`src/rtl/fp_result_stage.sv`:
```
// Output stage of the single-precision adder: special-case encoding of the
// composed result, 2-entry valid/ready FIFO, sticky overflow and delivery count.
module fp_result_stage #(
    parameter int N     = 32,
    parameter int CNT_W = 16
) (
    input  logic             clk,
    input  logic             rst,
    input  logic             in_valid,
    output logic             in_ready,
    input  logic             float_number_sgn,
    input  logic [7:0]       float_number_exp,
    input  logic [22:0]      float_number_man,
    input  logic             overflow,
    output logic             out_valid,
    input  logic             out_ready,
    output logic [N-1:0]     result,
    output logic             res_overflow,
    output logic             res_zero,
    output logic             sticky_ovf,
    input  logic             clr_sticky,
    output logic [CNT_W-1:0] res_count
);

    typedef struct packed {
        logic [N-1:0] word;
        logic         ovf;
        logic         zero;
    } entry_t;

    entry_t          enc;
    entry_t          head;
    entry_t          tail;
    logic [1:0]      occ;
    logic            push;
    logic            pop;
    logic            sticky_q;
    logic [CNT_W-1:0] count_q;

    // NOTE: every signal written here gets a default first so no latch is inferred.
    always_comb begin
        enc = '0;
        if (overflow || float_number_exp == 8'hFF) begin
            enc.word = {float_number_sgn, 8'hFF, 23'h0};
            enc.ovf  = 1'b1;
        end else if (float_number_exp == 8'h00) begin
            // Denormals flush to signed zero whatever the mantissa holds.
            enc.word = {float_number_sgn, 31'h0};
            enc.zero = 1'b1;
        end else begin
            enc.word = {float_number_sgn, float_number_exp, float_number_man};
        end
    end

    assign in_ready  = (occ != 2'd2);
    assign out_valid = (occ != 2'd0);
    assign push      = in_valid && in_ready;
    assign pop       = out_valid && out_ready;

    // Head/tail shift organisation: the head register holds its last value
    // after the final pop, so result stays put while the FIFO is empty.
    always_ff @(posedge clk) begin
        // NOTE: both storage entries are reset so result reads 0 out of reset;
        // with only two entries this costs nothing worth avoiding.
        if (rst) begin
            occ      <= 2'd0;
            head     <= '0;
            tail     <= '0;
            sticky_q <= 1'b0;
            count_q  <= '0;
        end else begin
            // NOTE: sequential state uses non-blocking assignments only.
            case ({push, pop})
                2'b10: begin
                    if (occ == 2'd0) head <= enc;
                    else             tail <= enc;
                    occ <= occ + 2'd1;
                end
                2'b01: begin
                    if (occ == 2'd2) head <= tail;
                    occ <= occ - 2'd1;
                end
                2'b11: head <= enc;  // only reachable at occupancy 1
                default: ;
            endcase

            if (push && enc.ovf) sticky_q <= 1'b1;
            else if (clr_sticky) sticky_q <= 1'b0;

            if (pop) count_q <= count_q + 1'b1;
        end
    end

    assign result       = head.word;
    assign res_overflow = head.ovf;
    assign res_zero     = head.zero;
    assign sticky_ovf   = sticky_q;
    assign res_count    = count_q;

endmodule

```
`config.mk`:
```
export PLATFORM = sky130hd
export DESIGN_NAME = fp_result_stage
export DESIGN_NICKNAME = d
export VERILOG_FILES = /design/src/rtl/fp_result_stage.sv
export SDC_FILE = /design/constraint.sdc
export NUM_CORES = 1
export LEC_CHECK = 0
export BUFFER_PORTS_ARGS = -buffer_cell sky130_fd_sc_hd__buf_2
export CORE_AREA = 2 2 114 116
export CTS_BUF_LIST = sky130_fd_sc_hd__clkbuf_4
export CTS_CLUSTER_DIAMETER = 80
export CTS_CLUSTER_SIZE = 14
export DETAILED_ROUTE_END_ITERATION = 16
export DIE_AREA = 0 0 116 118
export GPL_TIMING_DRIVEN = 0
export REMOVE_ABC_BUFFERS = 1
export SYNTH_ARGS = -nofsm -noshare
export SYNTH_HDL_FRONTEND = slang
export SYNTH_SLANG_ARGS = --single-unit
```
`constraint.sdc`:
```
create_clock -name clk -period 4.1 [get_ports clk]
set_input_delay 0.41 -clock clk [delete_from_list [all_inputs] [get_ports clk]]
set_output_delay 0.41 -clock clk [all_outputs]
set_load 0.03 [all_outputs]
```
---- Yosys cells after proc, flatten, opt, wreduce, memory -nomap -nowiden ----
Index checks and enable logic that the tools add are counted.
storage, ports and cells
  memories kept ........................... 0
  latch bits .............................. 0
  output and inout bits ................... 53
  logic and storage cells ................. 44
  bits in registers ....................... 87
  bits of input ports ..................... 38
  ROM bits ................................ 0
  RAM bits ................................ 0
cells by class
  shift operators ......................... 0
  div/mod/pow operators ................... 0
  $add $sub $neg .......................... 3
  equal/unequal tests ..................... 8
  $lt $le $gt $ge ......................... 0
  bitwise logic cells ..................... 1
  multiply operators ...................... 0
  muxes and demuxes ....................... 11
  reduce and logical (&&, ||, !) cells .... 12
operator list
  operator               count
  $pmux 34 s3            1
  $mux 34                2
  $mux 31                2
  $add 16x1->16 const B  1
  $eq 8x8->1 const B     1
  $logic_not 8->1        1
  $eq 2x2->1 const B     3
  $ne 2x2->1 const B     3
  $reduce_bool 2->1      3
  $mux 1                 5
  $pmux 2 s2             1
  $logic_and 1x1->1      3
  $reduce_and 3->1       1
  $reduce_bool 3->1      1
  $add 2x1->2 const B    1
  $eq 2x1->1 const B     1
  $logic_not 2->1        1
  $reduce_and 2->1       1
  $sub 2x1->2 const B    1
  $logic_or 1x1->1       1
  $not 1->1              1

---- Longest topological paths before layout ----
Gate-level depths: netlist (run 1).
  depth in word-level cells ............... 5
  depth in mapped cells ................... 11
  gate-level depth less buffers ........... 8

---- Worst setup path after synthesis (run 1) ----
No wires, ideal clock.
  path kind ............................... register to register
  start point ............................. register occ[1]
  end point ............................... register head, in the netlist res_zero
  setup time .............................. 0.086 ns
  arrival time ............................ 2.183 ns
  required time ........................... 4.014 ns
  path slack .............................. 1.831 ns
  stages on the path, launching flop included .. 11
  clock period less this slack ............ 2.269 ns
  buffers on the path ..................... 3
  cells stage by stage .................... dfxtp_1 buf_6 or2b_1 nand2_1 ha_1 buf_2 mux2i_1 a21oi_1 buf_2 a21oi_1 a211oi_1
on the way
  longest elaborated chain between the ends .. 5
  elaborated cells on any way between the ends .. 14
  classes of those cells .................. eq/ne (7); mux (1); reduce/logical (6)
RTL lines
  element                                                           line  RTL
  from (decl)                                                       34    logic [1:0] occ;
  from (signal assigned)                                            77    occ <= occ + 2'd1;
  from (signal assigned)                                            81    occ <= occ - 2'd1;
  $ne 2x2->1 *                                                      55    assign in_ready = (occ != 2'd2);
  via in_ready                                                      10    output logic in_ready,
  $logic_and 1x1->1 *                                               57    assign push = in_valid && in_ready;
  $eq 2x1->1 or $eq 2x2->1 (tied branches)                          73    case ({push, pop})
  $ne 2x2->1 (no source line) or $reduce_bool 3->1 (tied branches)  n/a
  $reduce_and 3->1 (no source line)                                 n/a
  to (signal assigned)                                              75    if (occ == 2'd0) head <= enc;
  to (signal assigned)                                              80    if (occ == 2'd2) head <= tail;
  to (signal assigned)                                              83    2'b11: head <= enc;
  to (decl)                                                         32    entry_t head;
The timed path passes the listed nets; every way through them passes the cells marked *.
A chain may end at the register's enable or synchronous reset.

---- Worst setup path in the final report (run 1) ----
  start point ............................. register occ[1]
  end point ............................... register head, in the netlist result[20]
on the way
  longest elaborated chain between the ends .. 5
  elaborated cells on any way between the ends .. 14
  classes of those cells .................. eq/ne (7); mux (1); reduce/logical (6)
RTL lines
  element                                                           line  RTL
  $reduce_bool 2->1 *                                               56    assign out_valid = (occ != 2'd0);
  $logic_and 1x1->1 *                                               58    assign pop = out_valid && out_ready;
  via pop                                                           36    logic pop;
  $eq 2x1->1 or $eq 2x2->1 (tied branches)                          73
  $ne 2x2->1 (no source line) or $reduce_bool 3->1 (tied branches)  n/a
  $reduce_and 3->1 (no source line)                                 n/a
Marked as above.

==> results of run 1 <==
power groups by stage:
stage	combinational (mW)	clock, mW	sequential, mW
after floorplan	0.649	0	1.51
after global routing	1.59	0.675	1.23
final	1.45	0.613	1.20
after CTS	1.47	0.640	1.20
after global placement	1.37	0	1.21
after detailed placement	1.47	0	1.22
final timing paths:
kind	end	slack (ns)
min	tail[33]	0.20
max	result[20]	0.63
min reg2reg	result[24]	0.45
max reg2reg	result[20]	0.63
layout by cell type (no fill, tap or decap), types with 8 or more instances in the layout:
cell / netlist / routed
sky130_fd_sc_hd__nand3_1: 25 / 25
sky130_fd_sc_hd__a211oi_1: 34 / 34
sky130_fd_sc_hd__a32o_1: 22 / 22
sky130_fd_sc_hd__nor2_1: 56 / 55
sky130_fd_sc_hd__a21oi_1: 46 / 45
sky130_fd_sc_hd__nand2_1: 40 / 39
sky130_fd_sc_hd__dfxtp_1: 87 / 87
sky130_fd_sc_hd__o21ai_0: 12 / 12
sky130_fd_sc_hd__clkbuf_4: 0 / 10
sky130_fd_sc_hd__buf_2: 12 / 89
sky130_fd_sc_hd__xnor2_1: 8 / 8
worst max-delay path: stages (launching register included):
cell,delay (ns)
sky130_fd_sc_hd__dfxtp_1,0.43
sky130_fd_sc_hd__o21ai_4,0.33
sky130_fd_sc_hd__inv_1,0.18
sky130_fd_sc_hd__ha_2,0.39
sky130_fd_sc_hd__buf_16,0.24
sky130_fd_sc_hd__nor3_1,0.37
sky130_fd_sc_hd__a21o_1,0.99
sky130_fd_sc_hd__nor2_1,0.12
sky130_fd_sc_hd__a211oi_1,0.31
registers in the layout, indices dropped and copies added, names as in the netlist:
signal	count
tail	34
result	32
sticky_ovf	1
res_count	16
res_overflow	1
res_zero	1
occ	2
logic make-up (layout without fill, tap and decap cells):
family	count (synthesis)	after routing
buffers and inverters	40	116
AO/OA/AOI/OAI	122	122
XOR/XNOR	12	12
flip-flops	87	87
AND/OR/NAND/NOR	154	154
multiplexers	2	2
adder cells (fa/ha/maj)	4	4
metrics by stage:
step | utilization | worst slack, ns | TNS (ns) | cell area, um2
after floorplan | - | 0.3306 | 0 | 3503
after global placement | 0.3358 | -1.307 | -41.52 | 4169
after detailed placement | 0.3471 | 0.6475 | 0 | 4309
after CTS | 0.3619 | 0.5729 | 0 | 4493
after global routing | 0.3621 | 0.3769 | 0 | 4496
final | 0.3621 | 0.6324 | 0 | 4496
routing by layer:
metal,share of wire,routed length [um]
met5,0,0
met4,0.0093,89
met3,0.061,587
met2,0.46,4421
met1,0.47,4509
cell type report:
class | instances | area, um2
clock buffers | 10 | 75.07
clock inverters | 6 | 108.9
fillers | 1290 | 7919
inverters | 5 | 18.77
multi-input cells | 294 | 1774
flip-flops and latches | 87 | 1742
well taps | 172 | 215.2
repair buffers | 95 | 561.8
==> tab_implementation.tex, run 1 <==
\begin{tabular}{lr}
\hline
Metric & Value \\
\hline
\multicolumn{2}{l}{\textbf{Synth}} \\
\quad Simple-Gate Fraction of Synth Area & 0.1965 \\
\quad Leading post-synthesis cells by cell area & sky130\_fd\_sc\_hd\_\_dfxtp\_1, sky130\_fd\_sc\_hd\_\_a211oi\_1, sky130\_fd\_sc\_hd\_\_a21oi\_1, sky130\_fd\_sc\_hd\_\_a32o\_1, sky130\_fd\_sc\_hd\_\_nor2\_1 \\
\quad Area share of the leading cell type in the synthesized netlist & 0.4757 \\
\quad Gate count of the mapped netlist & 421 \\
\quad Area leader, netlist & sky130\_fd\_sc\_hd\_\_dfxtp\_1 \\
\quad Average cell area after synthesis & 8.696 um2 \\
\quad Synth async-reset ratio & 0 \\
\quad Proportion of synthesized chip area in sequential cells & 0.4757 \\
\quad Synthesis-stage register bit count & 87 \\
\quad Commonest cells post-synth & sky130\_fd\_sc\_hd\_\_dfxtp\_1, sky130\_fd\_sc\_hd\_\_nor2\_1, sky130\_fd\_sc\_hd\_\_a21oi\_1 \\
\quad Distinct cell type count of the synthesized netlist & 38 \\
\quad Post-synthesis xor/xnor area fraction & 0.02871 \\
\quad Multiplexer share of the synthesized area & 0.005468 \\
\quad Area fraction in compound gates after synthesis & 0.2317 \\
\quad Total number of yosys warnings & 0 \\
\quad Dominant combinational cell family by area after synthesis & compound AO/OA/AOI/OAI gates \\
\quad Number of enable flip-flop cells after synthesis & 0 \\
\quad Predominant post-synthesis flop cell & sky130\_fd\_sc\_hd\_\_dfxtp\_1 \\
\quad Area of the mapped netlist & 0.003661 mm2 \\
\quad Most common cell in the netlist & sky130\_fd\_sc\_hd\_\_dfxtp\_1 \\
\quad Adder-cell area share of the yosys netlist & 0.01367 \\
\multicolumn{2}{l}{\textbf{Detailed routing}} \\
\quad Number of iterations in the first detailed-routing pass & 4 \\
\quad Per-cell routed wire length & 14.36 um \\
\quad Final ANT Viol Nets & 0 \\
\quad Wire length after detailed routing & 9608 um \\
\quad Count of routing violations after the opening detailed-route iteration & 243 \\
\quad Total via count in the routed design & 3350 \\
\quad DRC violation count after routing & 0 \\
\quad Via density per instance & 5.007 \\
\multicolumn{2}{l}{\textbf{Layout}} \\
\quad Fraction of layout cells with a size suffix above 1 & 0.2555 \\
\quad \# nets final & 534 \\
\quad Number of standard cells in the final layout excluding fillers & 669 \\
\quad Layout area overhead & 22.80\% \\
\quad Antenna diode instance count & 0 \\
\multicolumn{2}{l}{\textbf{Critical path}} \\
\quad Kind of critical path & flip-flop to flip-flop \\
\quad Category of the worst setup path capture point & flip-flop \\
\quad R2R Path Start & occ[1] \\
\quad Endpoint required time on the critical path & 4.46 ns \\
\quad Launching element type of the critical path & flip-flop \\
\quad R2R depth & 8 \\
\quad First element of the critical path & occ[1] \\
\quad Worst-path fanout max & 34 \\
\quad Data arrival at the endpoint of the critical path & 3.83 ns \\
\multicolumn{2}{l}{\textbf{Worst hold path}} \\
\quad Critical hold path startpoint & float\_number\_sgn \\
\quad Kind of path behind the tightest hold check & input port to flip-flop \\
\quad Worst hold path cell count & 3 \\
\multicolumn{2}{l}{\textbf{Floorplan}} \\
\quad Initial core utilization & 0.2949 \\
\quad Core box area & 0.01241 mm2 \\
\quad Die ar. & 0.01369 mm2 \\
\quad I/O pin count & 91 \\
\quad Die X & 116 um \\
\quad Vertical extent of the die & 118 um \\
\quad Cell row count & 41 \\
\multicolumn{2}{l}{\textbf{CTS}} \\
\quad Clock tree buffer depth & 2 \\
\quad Clock Sink Count & 87 \\
\quad Worst-Skew Late Latency & 0.45 ns \\
\quad CTS Root Buffer Type & sky130\_fd\_sc\_hd\_\_clkbuf\_4 \\
\quad Post-CTS Setup Bufs & 0 \\
\quad Number of resized instances in the post-cts repair step & 0 \\
\quad \# H-tree levels & 3 \\
\quad Cts hold-fix bufs & 0 \\
\quad Clock tree from TritonCTS & yes \\
\quad Total clock buffers created by CTS & 9 \\
\quad Clock transition at the registers of the reported paths & 0.14 ns \\
\multicolumn{2}{l}{\textbf{Global route}} \\
\quad Overall routing resource usage & 0.1506 \\
\quad Fraction of met1 tracks used by global routing & 0.1856 \\
\quad Fraction of met2 tracks used by global routing & 0.2423 \\
\quad Peak-usage layer in the global routing report & met2 \\
\quad Largest net degree at the start of global routing & 68 \\
\quad Met3 usage in global routing & 0.04428 \\
\quad Overall overflow remaining after global route & 0 \\
\quad Via count of the first global-routing pass & 3297 \\
\quad Number of antenna violations at the first check in global routing & 0 \\
\quad Wire length of the first global-routing pass & 16270 um \\
\multicolumn{2}{l}{\textbf{Timing}} \\
\quad Final-report hold violation count & 0 \\
\quad Max Clock Freq & 288.4 MHz \\
\quad Total setup violations reported at the end of the flow & 0 \\
\quad Unrepaired setup endpoints after global routing & false \\
\quad Slew Viols, Final & 0 \\
\quad Final worst-path cycle share & 0.8458 \\
\quad WHS & 0.1966 ns \\
\quad Slew margin rel. & 0.1495 \\
\quad Final worst path period need & 3.468 ns \\
\quad Final clock skew & 0.01476 ns \\
\quad Worst-Margin Slew & 1.276 ns \\
\multicolumn{2}{l}{\textbf{Power and ir drop}} \\
\quad Sequential share of power & 0.368 \\
\quad Design Power & 3.262 mW \\
\quad Net Sw Frac & 0.4281 \\
\quad Switching power total & 1.396 mW \\
\quad Power density cells & 725.6 mW/mm2 \\
\quad Clock Power Share & 0.188 \\
\quad Leakage power & 1.769 nW \\
\quad Max IR drop VDD & 304.9 uV \\
\quad Combinational share of power & 0.444 \\
\quad Cell-internal power & 1.866 mW \\
\multicolumn{2}{l}{\textbf{Placement}} \\
\quad Port Buffer Count & 90 \\
\quad Number of placed cells counting well taps & 653 \\
\quad Detailed placer's ending HPWL & 6296 um \\
\quad Global placer's final weighted congestion & 0.6920 \\
\multicolumn{2}{l}{\textbf{Run status}} \\
\quad Outcome & complete, no violations \\
\multicolumn{2}{l}{\textbf{Run}} \\
\quad Max-capacitance violation count & 0 \\
\hline
\end{tabular}
Note: power is estimated with default switching activity, not from simulation.
==> run 2, diff against run 1 <==
clock period = 2.8 ns   (was 4.1 ns; I/O delays follow)
==> tab_implementation.tex, run 2 (synthesis results as in run 1) <==
\begin{tabular}{lr}
\hline
Metric & Value \\
\hline
\multicolumn{2}{l}{\textbf{Run status}} \\
\quad Outcome & complete, no violations \\
\multicolumn{2}{l}{\textbf{Critical path}} \\
\quad Launching element type of the critical path & flip-flop \\
\quad Data arrival at the endpoint of the critical path & 2.99 ns (-0.84 ns) \\
\quad First element of the critical path & occ[0] \\
\quad Kind of critical path & flip-flop to flip-flop \\
\quad R2R Path Start & occ[0] \\
\quad Worst-path fanout max & 28 (-18\%) \\
\quad Category of the worst setup path capture point & flip-flop \\
\quad Endpoint required time on the critical path & 3.17 ns (-1.29 ns) \\
\multicolumn{2}{l}{\textbf{Timing}} \\
\quad Post-route setup TNS & 0 ns (unchanged) \\
\quad Slew margin rel. & 0.4001 (+0.2506) \\
\quad Unrepaired setup endpoints after global routing & false \\
\quad Final worst path period need & 2.628 ns (-0.8400 ns) \\
\quad Max Clock Freq & 380.6 MHz (+32\%) \\
\quad Final clock skew & 0.01427 ns (-0.0004945 ns) \\
\quad Worst-Margin Slew & 0.8966 ns (-0.3791 ns) \\
\quad Final-report hold violation count & 0 (unchanged) \\
\quad Slew Viols, Final & 0 (unchanged) \\
\quad Final worst-path cycle share & 0.9384 (+0.09266) \\
\quad Total setup violations reported at the end of the flow & 0 (unchanged) \\
\multicolumn{2}{l}{\textbf{Power and ir drop}} \\
\quad Sequential share of power & 0.359 (-0.009) \\
\quad Cell-internal power & 2.797 mW (+50\%) \\
\quad Max IR drop VDD & 444.1 uV (+46\%) \\
\quad Switching power total & 2.090 mW (+50\%) \\
\quad Combinational share of power & 0.456 (+0.012) \\
\quad Clock Power Share & 0.184 (-0.004) \\
\quad Net Sw Frac & 0.4277 (about the same) \\
\quad Leakage power & 1.789 nW (+1.1\%) \\
\quad Power density cells & 1072 mW/mm2 (+48\%) \\
\multicolumn{2}{l}{\textbf{Global route}} \\
\quad Overall routing resource usage & 0.1540 (+0.003400) \\
\quad Via count of the first global-routing pass & 3322 (+0.76\%) \\
\quad Wire length of the first global-routing pass & 16570 um (+1.8\%) \\
\quad Overall overflow remaining after global route & 0 (unchanged) \\
\quad Largest net degree at the start of global routing & 68 (unchanged) \\
\quad Number of antenna violations at the first check in global routing & 0 (unchanged) \\
\multicolumn{2}{l}{\textbf{Run}} \\
\quad Max-capacitance violation count & 0 (unchanged) \\
\multicolumn{2}{l}{\textbf{Floorplan}} \\
\quad Initial core utilization & 0.2949 (unchanged) \\
\quad Core box area & 0.01241 mm2 (unchanged) \\
\quad Die X & 116 um (unchanged) \\
\quad Vertical extent of the die & 118 um (unchanged) \\
\quad Cell row count & 41 (unchanged) \\
\quad I/O pin count & 91 (unchanged) \\
\quad Die ar. & 0.01369 mm2 (unchanged) \\
\multicolumn{2}{l}{\textbf{Detailed routing}} \\
\quad Top layer used by detailed routing & met4 \\
\quad Wire length after detailed routing & 9824 um (+2.2\%) \\
\quad Met3 WL & 599 um (+2.0\%) \\
\quad Number of iterations in the first detailed-routing pass & 4 (unchanged) \\
\quad Met1 Wirelength & 4520 um (+0.24\%) \\
\quad Per-cell routed wire length & 14.64 um (+1.9\%) \\
\quad Total via count in the routed design & 3350 (unchanged) \\
\quad Via density per instance & 4.993 (-0.30\%) \\
\quad DRC violation count after routing & 0 (unchanged) \\
\quad Count of routing violations after the opening detailed-route iteration & 202 (-17\%) \\
\quad Final ANT Viol Nets & 0 (unchanged) \\
\quad Length of routed met2 wiring & 4625 um (+4.6\%) \\
\multicolumn{2}{l}{\textbf{CTS}} \\
\quad Clock transition at the registers of the reported paths & 0.14 ns (about the same) \\
\quad Clock Sink Count & 87 (unchanged) \\
\quad CTS Root Buffer Type & sky130\_fd\_sc\_hd\_\_clkbuf\_4 \\
\quad Worst-Skew Late Latency & 0.46 ns (about the same) \\
\quad Clock tree buffer depth & 2 (unchanged) \\
\quad Clock tree from TritonCTS & yes \\
\quad Total clock buffers created by CTS & 9 (unchanged) \\
\quad Cts hold-fix bufs & 0 (unchanged) \\
\quad \# H-tree levels & 3 (unchanged) \\
\multicolumn{2}{l}{\textbf{Placement}} \\
\quad Global placer's final weighted congestion & 0.6920 (unchanged) \\
\quad Number of placed cells counting well taps & 653 (unchanged) \\
\quad Detailed placer's ending HPWL & 6296 um (unchanged) \\
\quad Port Buffer Count & 90 (unchanged) \\
\multicolumn{2}{l}{\textbf{Layout}} \\
\quad Antenna diode instance count & 0 (unchanged) \\
\quad Commonest non-fill, non-tap cell in the layout & sky130\_fd\_sc\_hd\_\_buf\_2 \\
\quad \# nets final & 536 (+0.37\%) \\
\quad Number of standard cells in the final layout excluding fillers & 671 (+0.30\%) \\
\quad Layout area overhead & 24.54\% \\
\quad Top register by number of flip-flops & tail \\
\quad Most frequent cells in the layout & sky130\_fd\_sc\_hd\_\_buf\_2, sky130\_fd\_sc\_hd\_\_dfxtp\_1, sky130\_fd\_sc\_hd\_\_nor2\_1 \\
\quad Number of flip-flops in the largest register & 34 (unchanged) \\
\quad Fraction of layout cells with a size suffix above 1 & 0.2685 (+0.01300) \\
\multicolumn{2}{l}{\textbf{Worst hold path}} \\
\quad Kind of path behind the tightest hold check & input port to flip-flop \\
\quad Critical hold path startpoint & float\_number\_sgn \\
\hline
\end{tabular}
## run 2: final timing paths
| check | slack (ns) | endpoint | cells past startpoint |
|---|---|---|---|
| hold / removal | 0.06 | tail[33] | 3 |
| setup reg to reg | 0.17 | result[20] | 8 |
| hold reg to reg | 0.45 | result[24] | 2 |
| setup / recovery | 0.17 | result[20] | 8 |
## run 2: power by group through the flow
| stage | Combinational, mW | Sequential (mW) | Clock [mW] |
|---|---|---|---|
| floorplan | 0.950 | 2.22 | 0 |
| global placement | 2.01 | 1.77 | 0 |
| detailed placement | 2.15 | 1.79 | 0 |
| CTS | 2.25 | 1.76 | 0.938 |
| global route | 2.45 | 1.80 | 0.989 |
| finish | 2.23 | 1.76 | 0.901 |
## run 2: final cells by class
| cell class | instances | area, um2 |
|---|---|---|
| fillers | 1291 | 7855 |
| multi-input cells | 295 | 1817 |
| repair buffers | 96 | 581.8 |
| well taps | 172 | 215.2 |
| flip-flops and latches | 87 | 1743 |
| clock buffers | 10 | 75.07 |
| inverters | 5 | 18.77 |
| clock inverters | 6 | 108.9 |
## run 2: repair_timing
action	in CTS	in global routing
endpoints found under the hold margin	0	0
setup buffers	1	0
endpoints found under the setup margin	34	37
resized for setup	4	4
cloned	1	0
pin swaps	1	0
## run 2: layer usage
metal	track usage	vias up
met3	0.04428	6
met5	0	-
li1	-	1671
met1	0.1911	1591
met4	0.06250	0
met2	0.2485	82
## run 2: critical path: stages (launching register included)
cell and delay [ns]:
sky130_fd_sc_hd__dfxtp_1 0.43, sky130_fd_sc_hd__o21ai_4 0.31, sky130_fd_sc_hd__inv_1 0.20, sky130_fd_sc_hd__ha_4 0.30, sky130_fd_sc_hd__buf_16 0.20, sky130_fd_sc_hd__a211oi_4 0.46
sky130_fd_sc_hd__buf_16 0.22, sky130_fd_sc_hd__nand3_1 0.11, sky130_fd_sc_hd__a211oi_1 0.29
## run 2: stage by stage
stage	power (mW)	cell area [um2]	utilization	hold WS, ns	setup WS, ns
after global routing	5.238	4559	0.3673	0.01566	0.02508
final	4.888	4559	0.3673	0.06033	0.1724
after detailed placement	3.936	4309	0.3471	0.4397	-0.6525
after floorplan	3.167	3503	-	0.3491	-0.9694
after CTS	4.951	4544	0.3661	0.007263	0.005038
after global placement	3.777	4169	0.3358	0.4348	-2.607
